**src/rtl/elastic_pipeline_sv.sv**
```systemverilog
// elastic_pipeline_sv
//   Valid/ready elastic pipeline made of STAGES register slices. Backpressure
//   travels upstream one slice per cycle. Each slice is a 2-entry skid buffer,
//   so In_ready comes from a register and has no combinational path from
//   Out_ready. Words leave in the order they arrived, at up to 1 word/cycle.
//
// Parameters
//   WORD_LENGTH  data width (>= 1)
//   STAGES       number of slices (>= 1); capacity is 2*STAGES words
//
// Ports
//   Clock      in   system clock
//   Reset      in   synchronous, active-high; empties every slice
//   In_data    in   upstream data
//   In_valid   in   upstream word present
//   In_ready   out  block accepts In_data this cycle
//   Out_data   out  downstream data, held while Out_valid & !Out_ready
//   Out_valid  out  Out_data holds a valid word
//   Out_ready  in   downstream accepts this cycle
//   Occupancy  out  words held (present only when ELASTIC_PIPE_OCCUPANCY_EN is defined)
//
// Build option
//   ELASTIC_PIPE_OCCUPANCY_EN  adds the registered Occupancy counter and port.

module elastic_pipeline_sv #(
  parameter int WORD_LENGTH = 8,
  parameter int STAGES      = 2
) (
  input  logic                   Clock,
  input  logic                   Reset,
  input  logic [WORD_LENGTH-1:0] In_data,
  input  logic                   In_valid,
  output logic                   In_ready,
  output logic [WORD_LENGTH-1:0] Out_data,
  output logic                   Out_valid,
  input  logic                   Out_ready
`ifdef ELASTIC_PIPE_OCCUPANCY_EN
  ,
  output logic [$clog2(2*STAGES+1)-1:0] Occupancy
`endif
);

  if (WORD_LENGTH < 1) begin : g_bad_width
    $error("elastic_pipeline_sv: WORD_LENGTH must be >= 1");
  end
  if (STAGES < 1) begin : g_bad_stages
    $error("elastic_pipeline_sv: STAGES must be >= 1");
  end

  typedef enum logic [1:0] {EMPTY, ONE, FULL} slice_state_e;

  // Per-slice handshake signals; slice i's downstream side feeds slice i+1.
  logic [STAGES-1:0]      up_valid;
  logic [STAGES-1:0]      up_ready;
  logic [STAGES-1:0]      dn_valid;
  logic [STAGES-1:0]      dn_ready;
  logic [WORD_LENGTH-1:0] up_data [STAGES];
  logic [WORD_LENGTH-1:0] dn_data [STAGES];

  assign up_valid[0]        = In_valid;
  assign up_data[0]         = In_data;
  assign In_ready           = up_ready[0];
  assign Out_valid          = dn_valid[STAGES-1];
  assign Out_data           = dn_data[STAGES-1];
  assign dn_ready[STAGES-1] = Out_ready;

  for (genvar g = 1; g < STAGES; g++) begin : g_chain
    assign up_valid[g]   = dn_valid[g-1];
    assign up_data[g]    = dn_data[g-1];
    assign dn_ready[g-1] = up_ready[g];
  end

  for (genvar i = 0; i < STAGES; i++) begin : g_slice
    slice_state_e           state_q, state_d;
    logic [WORD_LENGTH-1:0] main_q, skid_q;
    logic                   in_fire, out_fire;
    logic                   load_main_in, load_main_skid, load_skid;
    logic                   slice_up_ready, slice_dn_valid;

    assign in_fire  = up_valid[i] & up_ready[i];
    assign out_fire = dn_valid[i] & dn_ready[i];

    // State register.
    // NOTE: sequential state uses non-blocking (<=) so every flop samples
    // pre-edge values regardless of process evaluation order.
    always_ff @(posedge Clock) begin
      if (Reset) state_q <= EMPTY;
      else       state_q <= state_d;
    end

    // Next state and register load enables.
    always_comb begin
      // NOTE: every output gets a default first, so no path leaves a
      // variable unassigned and no latch is inferred.
      state_d        = state_q;
      load_main_in   = 1'b0;
      load_main_skid = 1'b0;
      load_skid      = 1'b0;
      unique case (state_q)
        EMPTY: if (in_fire) begin
          state_d      = ONE;
          load_main_in = 1'b1;
        end
        ONE: begin
          if (in_fire && out_fire) begin
            load_main_in = 1'b1;
          end else if (in_fire) begin
            state_d   = FULL;
            load_skid = 1'b1;
          end else if (out_fire) begin
            state_d = EMPTY;
          end
        end
        FULL: if (out_fire) begin
          // up_ready is low in FULL, so no word can arrive alongside this pop.
          state_d        = ONE;
          load_main_skid = 1'b1;
        end
        default: state_d = EMPTY;
      endcase
    end

    // Outputs are decodes of the state register only.
    always_comb begin
      slice_up_ready = (state_q != FULL);
      slice_dn_valid = (state_q != EMPTY);
    end

    assign up_ready[i] = slice_up_ready;
    assign dn_valid[i] = slice_dn_valid;
    assign dn_data[i]  = main_q;

    // NOTE: data registers are cleared on reset so Out_data reads 0 after
    // reset instead of a stale word.
    always_ff @(posedge Clock) begin
      if (Reset) begin
        main_q <= '0;
        skid_q <= '0;
      end else begin
        if (load_main_in)        main_q <= up_data[i];
        else if (load_main_skid) main_q <= skid_q;
        if (load_skid)           skid_q <= up_data[i];
      end
    end
  end

`ifdef ELASTIC_PIPE_OCCUPANCY_EN
  localparam int OCC_W = $clog2(2*STAGES+1);

  logic top_in_fire, top_out_fire;
  assign top_in_fire  = In_valid & In_ready;
  assign top_out_fire = Out_valid & Out_ready;

  // Simultaneous push and pop leave the count unchanged.
  always_ff @(posedge Clock) begin
    if (Reset) begin
      Occupancy <= '0;
    end else begin
      unique case ({top_in_fire, top_out_fire})
        2'b10:   Occupancy <= Occupancy + OCC_W'(1);
        2'b01:   Occupancy <= Occupancy - OCC_W'(1);
        default: Occupancy <= Occupancy;
      endcase
    end
  end
`endif

endmodule

```
**config.mk**
```make
export PLATFORM = sky130hd
export DESIGN_NAME = elastic_pipeline_sv
export DESIGN_NICKNAME = d
export VERILOG_FILES = /design/src/rtl/elastic_pipeline_sv.sv
export SDC_FILE = /design/constraint.sdc
export NUM_CORES = 1
export LEC_CHECK = 0
export ABC_AREA = 1
export CAP_MARGIN = 20
export CORE_AREA = 2 2 62 88
export CTS_CLUSTER_SIZE = 8
export DETAILED_ROUTE_END_ITERATION = 8
export DIE_AREA = 0 0 64 90
export DONT_BUFFER_PORTS = 1
export PLACE_DENSITY = 0.48
export SYNTH_ARGS = -nofsm -noshare
export SYNTH_HDL_FRONTEND = slang
export SYNTH_SLANG_ARGS = --single-unit
```
**constraint.sdc**
```tcl
create_clock -name Clock -period 1.7 [get_ports Clock]
set_input_delay 0.425 -clock Clock [delete_from_list [all_inputs] [get_ports Clock]]
set_output_delay 0.425 -clock Clock [all_outputs]
set_load 0.01 [all_outputs]
```
* Word level (Yosys, flattened, before mapping) *
Cells that the tools add are included.

storage, ports and cells
  register bits after elaboration = 36
  bits of input ports = 12
  output and inout bits = 10
  word-level logic and storage cells = 61

operators by class
  equality and inequality tests = 14
  muxes and demuxes = 28
  bitwise operators = 3
  reduce and logical (&&, ||, !) cells = 10

operator list
  kind                                                              count
  8-bit 2-to-1 mux                                                  4
  2-bit 2-to-1 mux                                                  9
  2-bit inequality test (second input constant)                     8
  2-bit case mux with 3 select lines                                2
  1-bit 2-to-1 mux                                                  11
  4-bit AND reduction                                               2
  2-bit nonzero test                                                4
  3-bit inequality test (second input constant)                     2
  2-bit by 1-bit == test with 1-bit output (second input constant)  2
  2-bit == test (second input constant)                             2
  2-bit logical NOT                                                 2
  1-bit case mux with 2 select lines                                2
  1-bit AND                                                         3
  1-bit logical AND                                                 2

* Depth between registers and ports, before layout *
Gate-level depths: netlist of run 1.

  depth after elaboration = 6
  gate-level depth with buffers = 8
  depth with buffers taken out = 7

* Worst setup path before layout of run 1 *
Ideal clock, no wire load.

  path type = in2reg
  start point = input In_valid
  end point = register g_slice[0].skid_q[0]
  library setup time = 116 ps
  arrival time = 1,168 ps
  required time = 1,584 ps
  setup slack = 416 ps
  cell stages on the path = 7
  path buffers = 0
  path through = inv_1 > nor2_4 > inv_1 > nor2_4 > inv_1 > nor2_1 > nor2_1

on the way
  longest elaborated chain between the ends = 4
  elaborated cells on any way between the ends = 5
  classes of those cells = mux: 3; bitwise: 1; reduce/logical: 1

RTL lines
  item                                                          line      text
  start: declaration                                            32        input logic In_valid,
  1-bit AND *                                                   80        assign in_fire = up_valid[i] & up_ready[i];
  1-bit 2-to-1 mux / 1-bit logical AND (equally long branches)  107, 105
  1-bit 2-to-1 mux *                                            105       if (in_fire && out_fire) begin
  1-bit 2-to-1 mux *                                            99        unique case (state_q)
  end signal: assignment                                        142       if (load_skid) skid_q <= up_data[i];
  end: declaration                                              75        logic [WORD_LENGTH-1:0] main_q, skid_q;

Every way passes the cells marked *; elsewhere a longest branch is shown, timed or not.
A chain may end at the register's enable or synchronous reset.

* Worst setup path after layout of run 1 *
  start point = register g_slice[0].state_q[1]
  end point = output In_ready

on the way
  longest elaborated chain between the ends = 1

RTL lines
  item                      line  text
  start: declaration        74    slice_state_e state_q, state_d;
  start signal: assignment  88    else state_q <= state_d;
  2-bit inequality test     125   slice_up_ready = (state_q != FULL);
  end: declaration          33    output logic In_ready,

No other way between the ends.

==> metrics.yaml, run 1 <==
ff2ff_setup_slack_ps: 320
diodes: 0
post-cts-setup-buffers: 0
die_area_um2: 5760
ioPinCount: 22
finalCriticalPeriod_ps: 1600
clockBufferDepth: 2
multi_input_area_um2: 852
cp.arrival_ps: 1170
fin_setup_tns_ps: 0
required_ps: 1270
critPathMaxFanout: 10
synth_cell_type_count: 19
r2r_cells: 5
cts_resized: 0
clkTransAtPathRegs_ps: 80
powerDensity_nw_per_um2: 995
max_freq_ghz: 0.627
port_buffers: 0
wl_per_cell_um: 12.7
worst-path-buf-inv: 2
min_to: "Out_data[7]$_SDFFE_PP0P_"
die_h_um: 90
r2r_start: "g_slice[0].state_q[0]$_SDFFE_PP0P_"
rsz0062_at_grt: "no"
nets: 246
die_w_um: 64
vdd_drop_max_uv: 403
maxCapViolCount: 0
critPathMaxStageDelay_ps: 400
crit_slowest_cell: "dfxtp_1"
cts_sinks: 36
clock_skew_ps: 8.87
hold_path.class: "in2reg"
final_cell_mix: "36 x dfxtp_1, 36 x nand2_1, 35 x nor2_1"
routed_wl_um: 3830
grt_usage_pct: 14.6
post-dp-hpwl_um: 2830
synth-seq-cells: 36
syn_area_um2: 1700
outcome: "complete, no violations"
antenna_found_initial: 0
coreArea_um2: 5000
syn-num-nets: 245
crit_top_cell: "inv_1"
netlist_instances: 233
hold_start: "Reset"
gp_congestion: 0.783
n_fill_cell: 556
yosysWarnings: 0
period_share_pct: 93.9
grt_pass1_wl_um: 6580
drc_errors: 0
final_antenna_net_count: 0
slew_headroom_pct: 70.2
drv_slew: 0
first_pass_iters: 4
path_class: "reg2out"
cts_tree: "done"
seqCellArea_um2: 721
hold_violations: 0
overflow: 0
initial_utilization_pct: 34.1
crit_chain: "inv_1 -> nor2_4 -> inv_1"
worst_skew_pair.late_latency_ps: 290
p_total_mw: 1.87
drt_iter0_drc: 27
synth_area_per_cell_um2: 7.31
endpoint_kind: "output port"
clockRootBuffer: "clkbuf_8"
worstReg2RegEnd: "g_slice[0].skid_q[6]$_SDFFE_PP0P_"
vias: 1463
setup_viol: 0
holdPathStages: 1
worst_pin_slew_ps: 447
p_leak_nw: 0.762
cp-start-kind: "flip-flop"
num_rows: 31
cts_max_level: 2
drt-vias-per-instance: 4.86
cpLargestDelayFamily: "flip-flops"
seq_area_frac_synth_pct: 42.3
ctsHoldBuffers: 0
grt_pass1_vias: 1418
drive_gt1_share_pct: 10.6
cts_buffers: 5
grt_max_degree: 21
areaGrowthSynthToFinish_pct: 10.1
==> power breakdown <==
part / leakage [nW] / switching [mW] / total (mW) / internal, mW
clock network: 0.0645 / 0.310 / 0.828 / 0.518
logic: 0.404 / 0.0825 / 0.132 / 0.0497
registers: 0.294 / 0.0294 / 0.905 / 0.876
==> metrics by stage <==
stage / area [µm²] / cells / hold slack [ps] / utilization [%] / setup WS, ps
floorplan: 1700 / 233 / 455 / - / 416
global placement: 1750 / 293 / 463 / 35.0 / 368
detailed placement: 1750 / 293 / 474 / 35.0 / 325
CTS: 1880 / 301 / 184 / 37.5 / 86.1
global route: 1880 / 301 / 172 / 37.5 / 28.1
finish: 1880 / 301 / 194 / 37.5 / 104
==> registers in the layout (all words and copies together), names as in the netlist <==
signal and cells:
g_slice.skid_q 16, Out_data 8, g_slice.main_q 8, g_slice.state_q 4
==> layer usage <==
layer	GRT usage [%]	routed length (µm)	share of wire [%]
met1	15.4	1600	42
met2	25.8	1980	52
met3	4.76	182	4.7
met4	6.52	74	1.9
met5	0	0	0
==> cell families after synthesis <==
| group | count (synthesis) | synth area share (%) |
|---|---|---|
| AND/OR/NAND/NOR | 133 | 39.3 |
| flip-flops | 36 | 42.3 |
| AO/OA/AOI/OAI | 36 | 10.7 |
| buffers and inverters | 28 | 7.71 |
==> worst max path at each step <==
| stage | depth (start not counted) | startpoint | end |
|---|---|---|---|
| final | 3 | g_slice[0].state_q[1]$_SDFFE_PP0P_ | In_ready |
| after global routing | 3 | g_slice[0].state_q[1]$_SDFFE_PP0P_ | In_ready |
| after CTS | 3 | g_slice[0].state_q[1]$_SDFFE_PP0P_ | In_ready |
| after detailed placement | 5 | g_slice[0].state_q[0]$_SDFFE_PP0P_ | g_slice[0].skid_q[1]$_SDFFE_PP0P_ |
| after global placement | 5 | g_slice[0].state_q[0]$_SDFFE_PP0P_ | g_slice[0].skid_q[4]$_SDFFE_PP0P_ |
| after floorplan | 7 | In_valid | g_slice[0].skid_q[0]$_SDFFE_PP0P_ |
==> final cells by class <==
| class | count | area share [%] |
|---|---|---|
| Tap cell | 66 | 4.40 |
| Clock inverter | 1 | 1.60 |
| Inverter | 19 | 3.80 |
| Clock buffer | 7 | 5.14 |
| Timing Repair Buffer | 3 | 1.20 |
| Multi-Input combinational cell | 169 | 45.4 |
| Sequential cell | 36 | 38.4 |
==> synthesized netlist by cell type <==
library cell	n	area (µm²)
buf_6	3	33.8
nor2_4	3	33.8
inv_2	3	11.3
a31oi_1	2	12.5
nor2_2	1	6.26
o21ai_0	16	80.1
nand3b_1	8	60.1
nand4_1	9	56.3
inv_1	16	60.1
nand2_1	36	135
clkbuf_1	3	11.3
dfxtp_1	36	721
nand2_4	2	22.5
nand2_2	3	18.8
nand3_4	2	35.0
nand3_1	34	170
buf_2	3	15.0
nor2_1	35	131
a21oi_1	18	90.1
Note: power is estimated with default switching activity, not from simulation.
==> run 2: changes to the inputs <==
- CTS_BUF_LIST: default -> sky130_fd_sc_hd__clkbuf_4
- clock period: 1.7 -> 1.8 ns (I/O delays scaled with it)
==> run 2 against run 1 <==
- sequential power down 5.3%
- largest power group unchanged
- clock-buffer cell count unchanged
- utilization down 1.1 points
- non-clock buffer count up 2
- worst setup slack better by 73 ps
- via count up 1.5%
==> metrics.yaml, run 2 (synthesis results as in run 1) <==
final_cell_mix: "36 x dfxtp_1, 36 x nand2_1, 35 x nor2_1"
first_pass_iters: 5
p_total_mw: 1.44
drv_slew: 0
antenna_found_initial: 0
vias: 1485
post-place-ws_ps: 322
cts_sinks: 36
fin_cells: 303
grt_pass1_vias: 1504
setup_viol: 0
worst_pin_slew_ps: 467
wl_per_cell_um: 13.1
clockRootBuffer: "clkbuf_4"
holdPathStages: 1
required_ps: 1350
crit_slowest_cell: "dfxtp_1"
maxCapViolCount: 0
regMostFlops: "g_slice.skid_q"
critPathMaxFanout: 10
hold_start: "Reset"
grt_max_degree: 21
num_rows: 31
worst-path-buf-inv: 2
coreArea_um2: 5000
drc_errors: 0
rsz0062_at_grt: "no"
r2r_cells: 5
crit_cells: 3
finalCriticalPeriod_ps: 1620
routed_wl_um: 3980
critPathMaxStageDelay_ps: 410
post-dp-hpwl_um: 2850
largest_reg_flops: 16
port_buffers: 0
ctsHoldBuffers: 0
grt_pass1_wl_um: 7020
cpLargestDelayFamily: "flip-flops"
cts_tree: "done"
period_share_pct: 90.2
hold_path.class: "in2reg"
vdd_drop_max_uv: 260
slew_headroom_pct: 68.9
overflow: 0
min_to: "g_slice[1].state_q[1]$_SDFFE_PP0P_"
cp-start-kind: "flip-flop"
outcome: "complete, no violations"
n_fill_cell: 547
nets: 248
ff2ff_setup_slack_ps: 320
die_w_um: 64
die_h_um: 90
worst_skew_pair.late_latency_ps: 340
cts_buffers: 5
fin_setup_tns_ps: 0
p_leak_nw: 0.741
powerDensity_nw_per_um2: 788
diodes: 0
initial_utilization_pct: 34.1
r2r_start: "g_slice[0].state_q[0]$_SDFFE_PP0P_"
clock_skew_ps: 13.9
final_antenna_net_count: 0
die_area_um2: 5760
gp_congestion: 0.751
clockBufferDepth: 2
crit_chain: "inv_1 -> buf_4 -> nand2_1"
finalWorstSetupSlack_ps: 177
areaGrowthSynthToFinish_pct: 6.83
path_class: "reg2out"
ioPinCount: 22
clkTransAtPathRegs_ps: 110
max_freq_ghz: 0.616
cts_max_level: 2
drt-vias-per-instance: 4.90
endpoint_kind: "output port"
drt_iter0_drc: 40
dp_cells: 293
drive_gt1_share_pct: 11.0
grt_usage_pct: 15.2
worstReg2RegEnd: "g_slice[0].skid_q[5]$_SDFFE_PP0P_"
cp.arrival_ps: 1170
hold_violations: 0
## run 2: how the worst max path moves through the flow
| stage | start | to |
|---|---|---|
| final | g_slice[1].state_q[0]$_SDFFE_PP0P_ | Out_valid |
| after global routing | g_slice[0].state_q[1]$_SDFFE_PP0P_ | In_ready |
| after CTS | g_slice[0].state_q[1]$_SDFFE_PP0P_ | In_ready |
| after detailed placement | g_slice[0].state_q[0]$_SDFFE_PP0P_ | g_slice[0].skid_q[7]$_SDFFE_PP0P_ |
| after global placement | g_slice[0].state_q[0]$_SDFFE_PP0P_ | g_slice[0].skid_q[7]$_SDFFE_PP0P_ |
| after floorplan | In_valid | g_slice[0].skid_q[0]$_SDFFE_PP0P_ |
## run 2: repair_timing
| action | CTS | global route |
|---|---|---|
| buffers inserted | 0 | 2 |
| resized for setup | 0 | 0 |
| endpoints found under the hold margin | 0 | 0 |
| setup endpoints to repair | 0 | 1 |
## run 2: final cells by class
cell class / count / area, µm² / share of cell area [%]
sequential: 36 / 721 / 39.6
clock buffer: 7 / 52.6 / 2.89
inverter: 19 / 71.3 / 3.92
tap: 66 / 82.6 / 4.54
multi-input combinational: 169 / 852 / 46.8
timing repair buffer: 5 / 37.5 / 2.06
clock inverter: 1 / 3.75 / 0.206
## run 2: metrics by stage
step	area, µm²	utilization, %	hold WS, ps
2_1_floorplan	1700	-	455
3_3_place_gp	1750	35.0	467
3_5_place_dp	1750	35.0	476
4_1_cts	1810	36.1	145
5_1_grt	1820	36.4	124
6_report	1820	36.4	160
## run 2: per-layer routing
metal	track usage, %	vias up	share of wire, %
li1	-	787	-
met5	0	-	0
met4	6.34	0	0.95
met2	25.7	43	50
met1	17.1	653	44
met3	5.01	2	5.0
## run 2: power by group
group / total (mW) / internal [mW] / switching [mW]
registers: 0.857 / 0.827 / 0.0295
logic: 0.125 / 0.0469 / 0.0784
clock network: 0.453 / 0.181 / 0.272
total: 1.44 / 1.06 / 0.380
